===== config.mk =====
export PLATFORM = sky130hd
export DESIGN_NAME = datamover_s2mm_feeder
export DESIGN_NICKNAME = d
export VERILOG_FILES = /design/src/rtl/datamover_s2mm_feeder.sv
export SDC_FILE = /design/constraint.sdc
export NUM_CORES = 1
export LEC_CHECK = 0
export CORE_ASPECT_RATIO = 0.8
export CORE_MARGIN = 1.5
export CORE_UTILIZATION = 51
export CTS_BUF_LIST = sky130_fd_sc_hd__clkbuf_2 sky130_fd_sc_hd__clkbuf_4 sky130_fd_sc_hd__clkbuf_8
export DETAILED_ROUTE_END_ITERATION = 10
export PLACE_DENSITY = 0.82
export SLEW_MARGIN = 20
export SYNTH_ARGS = -nofsm -noshare
export SYNTH_HDL_FRONTEND = slang
export SYNTH_SLANG_ARGS = --single-unit
export TNS_END_PERCENT = 30

===== constraint.sdc =====
create_clock -name clk_in1 -period 7 [get_ports clk_in1]
set_input_delay 0.7 -clock clk_in1 [delete_from_list [all_inputs] [get_ports clk_in1]]
set_output_delay 0.7 -clock clk_in1 [all_outputs]
set_load 0.1 [all_outputs]

===== src/rtl/datamover_s2mm_feeder.sv =====
// S2MM DataMover feeder: issues one write command per frame, streams a run-wide
// incrementing word pattern, and checks each frame's status beat.
module datamover_s2mm_feeder #(
  parameter logic [31:0] BASE_ADDR   = 32'h0000_0000,
  parameter int unsigned FRAME_BYTES = 4096,
  parameter int unsigned NUM_FRAMES  = 4
) (
  input  logic        clk_in1,
  input  logic        aresetn,
  input  logic        start_i,
  output logic        busy_o,
  output logic        done_o,
  output logic        err_o,
  output logic [15:0] frame_cnt_o,
  output logic [71:0] m_axis_cmd_tdata,
  output logic        m_axis_cmd_tvalid,
  input  logic        m_axis_cmd_tready,
  output logic [31:0] m_axis_data_tdata,
  output logic [3:0]  m_axis_data_tkeep,
  output logic        m_axis_data_tlast,
  output logic        m_axis_data_tvalid,
  input  logic        m_axis_data_tready,
  input  logic [7:0]  s_axis_sts_tdata,
  input  logic        s_axis_sts_tvalid,
  output logic        s_axis_sts_tready
);

  typedef enum logic [2:0] {IDLE, CMD, DATA, STS, DONE} state_t;

  localparam logic [20:0] LAST_BEAT    = 21'(FRAME_BYTES / 4 - 1);
  localparam logic [16:0] NUM_FRAMES_W = 17'(NUM_FRAMES);
  localparam logic [31:0] FRAME_STRIDE = 32'(FRAME_BYTES);
  localparam logic [22:0] BTT          = 23'(FRAME_BYTES);

  // Reset asserts immediately but releases on a clock edge so all state leaves reset together.
  logic [1:0] rst_sync_q;
  logic       rst_n;

  always_ff @(posedge clk_in1 or negedge aresetn) begin
    if (!aresetn) rst_sync_q <= 2'b00;
    else          rst_sync_q <= {rst_sync_q[0], 1'b1};
  end

  assign rst_n = rst_sync_q[1];

  state_t      state_q, state_d;
  logic [3:0]  frame_idx_q, frame_idx_d;
  logic [31:0] word_cnt_q, word_cnt_d;
  logic [20:0] beat_cnt_q, beat_cnt_d;
  logic [15:0] frame_cnt_q, frame_cnt_d;
  logic [31:0] saddr_q, saddr_d;
  logic        err_q, err_d;
  logic        sts_bad;
  logic [16:0] frame_cnt_inc;

  always_ff @(posedge clk_in1 or negedge rst_n) begin
    if (!rst_n) begin
      state_q     <= IDLE;
      frame_idx_q <= '0;
      word_cnt_q  <= '0;
      beat_cnt_q  <= '0;
      frame_cnt_q <= '0;
      saddr_q     <= '0;
      err_q       <= 1'b0;
    end else begin
      state_q     <= state_d;
      frame_idx_q <= frame_idx_d;
      word_cnt_q  <= word_cnt_d;
      beat_cnt_q  <= beat_cnt_d;
      frame_cnt_q <= frame_cnt_d;
      saddr_q     <= saddr_d;
      err_q       <= err_d;
    end
  end

  // Status is bad on missing OKAY, any error bit, or a tag that is not this frame's.
  assign sts_bad = !s_axis_sts_tdata[7] || (|s_axis_sts_tdata[6:4]) ||
                   (s_axis_sts_tdata[3:0] != frame_idx_q);
  assign frame_cnt_inc = {1'b0, frame_cnt_q} + 17'd1;

  always_comb begin
    state_d     = state_q;
    frame_idx_d = frame_idx_q;
    word_cnt_d  = word_cnt_q;
    beat_cnt_d  = beat_cnt_q;
    frame_cnt_d = frame_cnt_q;
    saddr_d     = saddr_q;
    err_d       = err_q;
    case (state_q)
      IDLE: begin
        if (start_i) begin
          state_d     = CMD;
          frame_idx_d = '0;
          word_cnt_d  = '0;
          beat_cnt_d  = '0;
          frame_cnt_d = '0;
          saddr_d     = BASE_ADDR;
          err_d       = 1'b0;
        end
      end
      CMD: begin
        if (m_axis_cmd_tready) begin
          state_d    = DATA;
          beat_cnt_d = '0;
        end
      end
      DATA: begin
        if (m_axis_data_tready) begin
          word_cnt_d = word_cnt_q + 32'd1;
          beat_cnt_d = beat_cnt_q + 21'd1;
          if (beat_cnt_q == LAST_BEAT) state_d = STS;
        end
      end
      STS: begin
        if (s_axis_sts_tvalid) begin
          frame_cnt_d = frame_cnt_inc[15:0];
          if (sts_bad) begin
            err_d   = 1'b1;
            state_d = DONE;
          end else if (frame_cnt_inc < NUM_FRAMES_W) begin
            state_d     = CMD;
            frame_idx_d = frame_idx_q + 4'd1;
            saddr_d     = saddr_q + FRAME_STRIDE;
          end else begin
            state_d = DONE;
          end
        end
      end
      DONE:    state_d = IDLE;
      default: state_d = IDLE;
    endcase
  end

  assign busy_o             = (state_q != IDLE);
  assign done_o             = (state_q == DONE);
  assign err_o              = err_q;
  assign frame_cnt_o        = frame_cnt_q;
  assign m_axis_cmd_tvalid  = (state_q == CMD);
  assign m_axis_cmd_tdata   = (state_q == CMD) ?
                              {4'h0, frame_idx_q, saddr_q, 1'b0, 1'b1, 6'h00, 1'b1, BTT} : 72'h0;
  assign m_axis_data_tvalid = (state_q == DATA);
  assign m_axis_data_tdata  = word_cnt_q;
  assign m_axis_data_tkeep  = 4'hF;
  assign m_axis_data_tlast  = (state_q == DATA) && (beat_cnt_q == LAST_BEAT);
  assign s_axis_sts_tready  = (state_q == STS);

endmodule


Yosys cells after proc, flatten, opt, wreduce, memory -nomap -nowiden
Index checks and enable logic that the tools add are counted.
W data, S select, Z words.
{"block": "classes", "n_reduce_logical": 16, "add_sub_neg": 5, "eq_ne": 14, "bitwise_logic": 0, "muxes": 32, "div_mod_pow": 0, "shift": 0, "mul": 0, "magnitude_cmp": 1}
{"op": "$mux W32", "n": 5}
{"op": "$pmux W32 S2", "n": 2}
{"op": "$mux W68", "n": 1}
{"op": "$mux W21", "n": 3}
{"op": "$pmux W21 S3", "n": 1}
{"op": "$add A32 B1 Y32 const B", "n": 1}
{"op": "$add A32 B13 Y32 const B", "n": 1}
{"op": "$mux W16", "n": 2}
{"op": "$pmux W16 S2", "n": 1}
{"op": "$add A21 B1 Y21 const B", "n": 1}
{"op": "$eq A21 B10 Y1 const B", "n": 1}
{"op": "$mux W3", "n": 7}
{"op": "$add A16 B1 Y17 const B", "n": 1}
{"op": "$lt A17 B3 Y1 const B", "n": 1}
{"op": "$mux W4", "n": 4}
{"op": "$pmux W3 S4", "n": 1}
{"op": "$ne A2 B1 Y1 const B", "n": 5}
{"op": "$reduce_and A5 Y1", "n": 2}
{"op": "$pmux W4 S2", "n": 1}
{"op": "$reduce_and A4 Y1", "n": 2}
{"op": "$eq A3 B2 Y1 const B", "n": 2}
{"op": "$ne A2 B2 Y1 const B", "n": 3}
{"op": "$reduce_and A3 Y1", "n": 2}
{"op": "$reduce_bool A3 Y1", "n": 2}
{"op": "other kinds (12)", "n": 16}
{"block": "word_totals", "rom_bits": 0, "register_bits": 111, "inputBits": 14, "ram_bits": 0, "n_memories": 0, "latch_bits": 0}

Longest topological paths before layout
{"block": "depth", "depth_word": 6, "mapped_depth": 11, "mapped_depth_nobuf": 8}

Worst setup path after synthesis
No wires, ideal clock.
{"block": "synth_timing", "path_kind": "reg2out", "from": "reg state_q[0]", "to": "out m_axis_cmd_tdata[58]", "stages_incl_launch_ff": 5, "arrival_time_ns": 2.988, "setup_slack_ns": 3.312, "n_path_buf": 2, "cell_sequence": "dfrtp_1 clkbuf_1 nor3b_1 clkbuf_1 and2_1"}
{"block": "synth_between", "elab_chain_cells": 2}
{"element": "start: declaration", "line": "46", "text": "state_t state_q, state_d;"}
{"element": "start signal: assignment", "line": "66", "text": "state_q <= state_d;"}
{"element": "$eq A3 B1 Y1"}
{"element": "net m_axis_cmd_tvalid", "line": "16", "text": "output logic m_axis_cmd_tvalid,"}
{"element": "$mux W68", "line": "139", "text": "assign m_axis_cmd_tdata = (state_q == CMD) ?"}
{"element": "end: declaration", "line": "15", "text": "output logic [71:0] m_axis_cmd_tdata,"}
The timed path passes the listed nets, and every way through them passes these cells.

Worst setup path after layout
{"block": "layout_timing", "from": "reg state_q[1]", "to": "reg saddr_q[31]"}
{"block": "layout_between", "elab_chain_cells": 3, "elab_cells_between_ends": 9}
{"element": "$eq A3 B2 Y1 / $logic_not A3 Y1 (equally long branches)", "line": "89", "text": "case (state_q)"}
{"element": "$ne A2 B1 Y1 (no line), or another cell as far along"}
{"element": "$reduce_and A5 Y1 (no line)"}
{"element": "end signal: assignment", "line": "71", "text": "saddr_q <= saddr_d;"}
{"element": "end: declaration", "line": "51", "text": "logic [31:0] saddr_q, saddr_d;"}
Parallel ways exist; a longest one is shown, timed or not.
A chain may end at the register's enable or synchronous reset.

==> key figures <==
GRT
  • Initial antenna violation count: 0
  • First-pass GRT wire length: approximately 22 mm
  • Total track usage: 0.226
  • Vias in the first global route: ~4,700
  • Pin count of the biggest net entering global routing: 83
  • GRT overflow: 0

Clock network
  • Post-CTS setup buffers: 0
  • Max Root-Sink Buffers: 2
  • CTS Buf Count: 9
  • Clock root cell: clkbuf_8
  • Clock Latency Late Sink: between 0.3 and 0.4 ns
  • Hold Buf Count CTS: 0
  • CTS resizes: 0
  • Clock Pin Slew Worst Setup and Hold Paths: ~0.090 ns
  • CTS tree: yes
  • H-tree depth: 3
  • Clock Sinks: between 90 and 100

Layout
  • Fin util: 0.627
  • Fill count: 944
  • Final std cell area, no fill: 0.00696 mm2
  • # nets final: about 780
  • Finished Layout Cells: 905
  • Layout area overhead: 17.5%
  • # diodes: 0
  • Ratio of cells with drive above 1 in the final layout: 0.0407

Run
  • Total of max-cap violations: 0

Timing
  • Worst Hold Margin: ~0.19 ns
  • Fmax: around 0.26 GHz
  • RSZ-0062 raised after global routing: no
  • Period minus WS final: 3.83 ns
  • Final count of pins violating max slew: 0
  • Worst Setup Slack, final: 3.17 ns
  • Clk_skew: 0.0153 ns
  • Final hold violations: 0
  • Finish-stage setup viols: 0
  • Final period utilization: 0.547
  • Actual slew at the worst max-slew pin: between 0.9 and 1 ns
  • Max-slew headroom: 0.333
  • Setup TNS: 0 ns

Die
  • Die width: about 120 um
  • Initial core utilization: 0.533
  • Die area: roughly 0.012 mm2
  • # rows: 34
  • Core area: 0.0111 mm2
  • I/O Pins: ~150
  • Die height: approximately 99 um

Logic synthesis
  • Compound-Gate Fraction of Synth Area: 0.119
  • Synthesized area per cell: just under 9 um2
  • Yosys reg bits: 99
  • Adder-Cell Fraction of Synth Area: 0.0106
  • Top_reg_cell synth: dfrtp_1
  • Seq/Total Area, Yosys: 0.418
  • Synth cell types: 53
  • Cell count after synthesis: 685
  • Ranking of synthesized cells by area: dfrtp_1, buf_4, nor2_1, nand2_1, and2_1
  • Area fraction in and, or, nand and nor cells after synthesis: 0.276
  • Synth Area in XOR/XNOR: 0.0695
  • EDFF count, synth: 0
  • Area share of the largest cell type after synthesis: 0.418
  • Largest family of logic cells by synthesized area: simple AND/OR/NAND/NOR gates
  • Cell Area, Synth: ~0.0059 mm2
  • Yosys warns: 0
  • Async SR Flop Fraction: 1.00
  • Post-synthesis cell type with the largest combined area: dfrtp_1
  • Post-synthesis mux area share: 0.00866

Detailed routing
  • 1st-iter DRT viols: around 360
  • Detail-routed via count per cell: approximately 5.6
  • Via count: between 5,000 and 6,000
  • Final wirelength: between 10 and 15 mm
  • DR DRC count: 0
  • Routed len/inst: 14.9 um
  • Drt pass-1 iters: 4
  • Final ANT Viol Nets: 0

Worst setup path
  • RR Endpoint: saddr_q[31]
  • Reg2reg start: state_q[1]
  • CP arrival: roughly 4 ns
  • Worst setup EP type: flip-flop
  • Critical Path Fanout Max: roughly 50
  • Worst Setup Path Type: reg2reg
  • CP required: 7.29 ns
  • Worst R2R Setup Slack: 3.17 ns
  • Crit path launch type: flip-flop
  • FF-to-FF path depth: 6

Placed design
  • Post-DP Area: 0.00673 mm2
  • RePlAce Congestion: approximately 0.85
  • Placement Setup Slack: approximately 3 ns
  • Final HPWL from detailed placement: about 9.5 mm
  • Buffers on Ports: 95
  • DP Cell Count: 890

Pwr
  • Leak: a little under 3 nW
  • VDD IR-drop max: 0.205 mV
  • Pwr Total: approximately 1.8 mW
  • Pwr dens: 260 mW/mm2

Status
  • Status: complete, no violations

Worst hold path
  • Hold WC Path Type: reg2async
==> worst max-delay path: stages, from the launching register on <==
cell and delay (ns):
dfrtp_1 0.55, nor3_1 0.44, and2_2 0.87, nor2_1 0.48, or4_1 0.94, nor4_1 0.32, o21bai_1 0.15
==> report_power, final <==
part           internal, mW  switching, mW
Clock                 0.213          0.197
Combinational         0.141          0.594
Sequential            0.603         0.0584
Total                 0.957          0.850
==> synth_stat cells (all sizes together), types with 13 or more instances <==
| master | instances |
|---|---|
| a21oi | 36 |
| and2 | 37 |
| and3 | 15 |
| buf | 61 |
| clkbuf | 23 |
| dfrtp | 99 |
| nand2 | 66 |
| nand3 | 34 |
| nand4 | 20 |
| nor2 | 72 |
| nor3 | 15 |
| nor4 | 13 |
| o21ai | 38 |
| o31ai | 13 |
| or3 | 14 |
| xnor2 | 21 |
| xor2 | 26 |
==> how the worst max path moves through the flow <==
stage / start / slack (ns) / endpoint / cells past startpoint
after floorplan: state_q[0] / 3.31 / m_axis_cmd_tdata[58] / 4
after global placement: start_i / 3.08 / saddr_q[23] / 6
after detailed placement: start_i / 2.94 / saddr_q[31] / 6
after CTS: state_q[1] / 3.17 / saddr_q[31] / 6
after global routing: state_q[1] / 2.81 / saddr_q[31] / 6
final: state_q[1] / 3.17 / saddr_q[31] / 6
==> cell families after synthesis <==
logic type,after synthesis
other cells,2
buf+inv,95
fa+ha+maj,5
flops,99
compound gates,116
simple gates,316
mux,5
xor+xnor,47
==> per-layer routing <==
layer	part of all wire	global-route usage	up-vias
li1	-	-	2438
met1	0.43	0.301	2475
met2	0.50	0.379	170
met3	0.056	0.0413	17
met4	0.012	0.0610	0
met5	0	0	-
==> final cells by class <==
class	instances	area (um2)	share of cell area
multi-input cells	539	3060	0.440
flip-flops and latches	99	2480	0.357
repair buffers	97	970	0.139
well taps	144	180	0.0259
clock buffers	11	145	0.0209
clock inverters	4	75.1	0.0108
inverters	11	41.3	0.00594
==> flip-flops by register name, indices dropped and copies added (netlist names) <==
name / cells
beat_cnt_q: 21
err_o: 1
frame_cnt_o: 16
frame_idx_q: 4
m_axis_data_tdata: 32
rst_sync_q: 2
saddr_q: 20
state_q: 3
==> placed cells by master (no fill, tap or decap), types with 2 or more instances in the layout <==
| cell | instances |
|---|---|
| ha_1 | 5 |
| nand3_1 | 34 |
| clkinvlp_4 | 2 |
| o21bai_1 | 7 |
| clkdlybuf4s50_1 | 95 |
| nand2_1 | 64 |
| or3b_2 | 3 |
| and4_1 | 4 |
| xnor2_1 | 21 |
| o41ai_1 | 2 |
| dfrtp_1 | 98 |
| nand4_1 | 19 |
| inv_1 | 11 |
| or3_1 | 14 |
| conb_1 | 50 |
| and2_1 | 36 |
| a31oi_1 | 5 |
| o21a_1 | 3 |
| bufinv_16 | 2 |
| nor3_1 | 15 |
| o31ai_1 | 13 |
| a21oi_1 | 36 |
| nor2_1 | 72 |
| mux2i_1 | 4 |
| nand2_2 | 2 |
| nor3b_1 | 2 |
| or2_2 | 2 |
| nor4_1 | 13 |
| and3_1 | 15 |
| o21ai_0 | 38 |
| nand3b_1 | 3 |
| xor2_1 | 26 |
| clkbuf_8 | 10 |
| or4_1 | 9 |
| nor4b_1 | 3 |
| a211o_1 | 2 |
(Power assumes the default switching activity.)
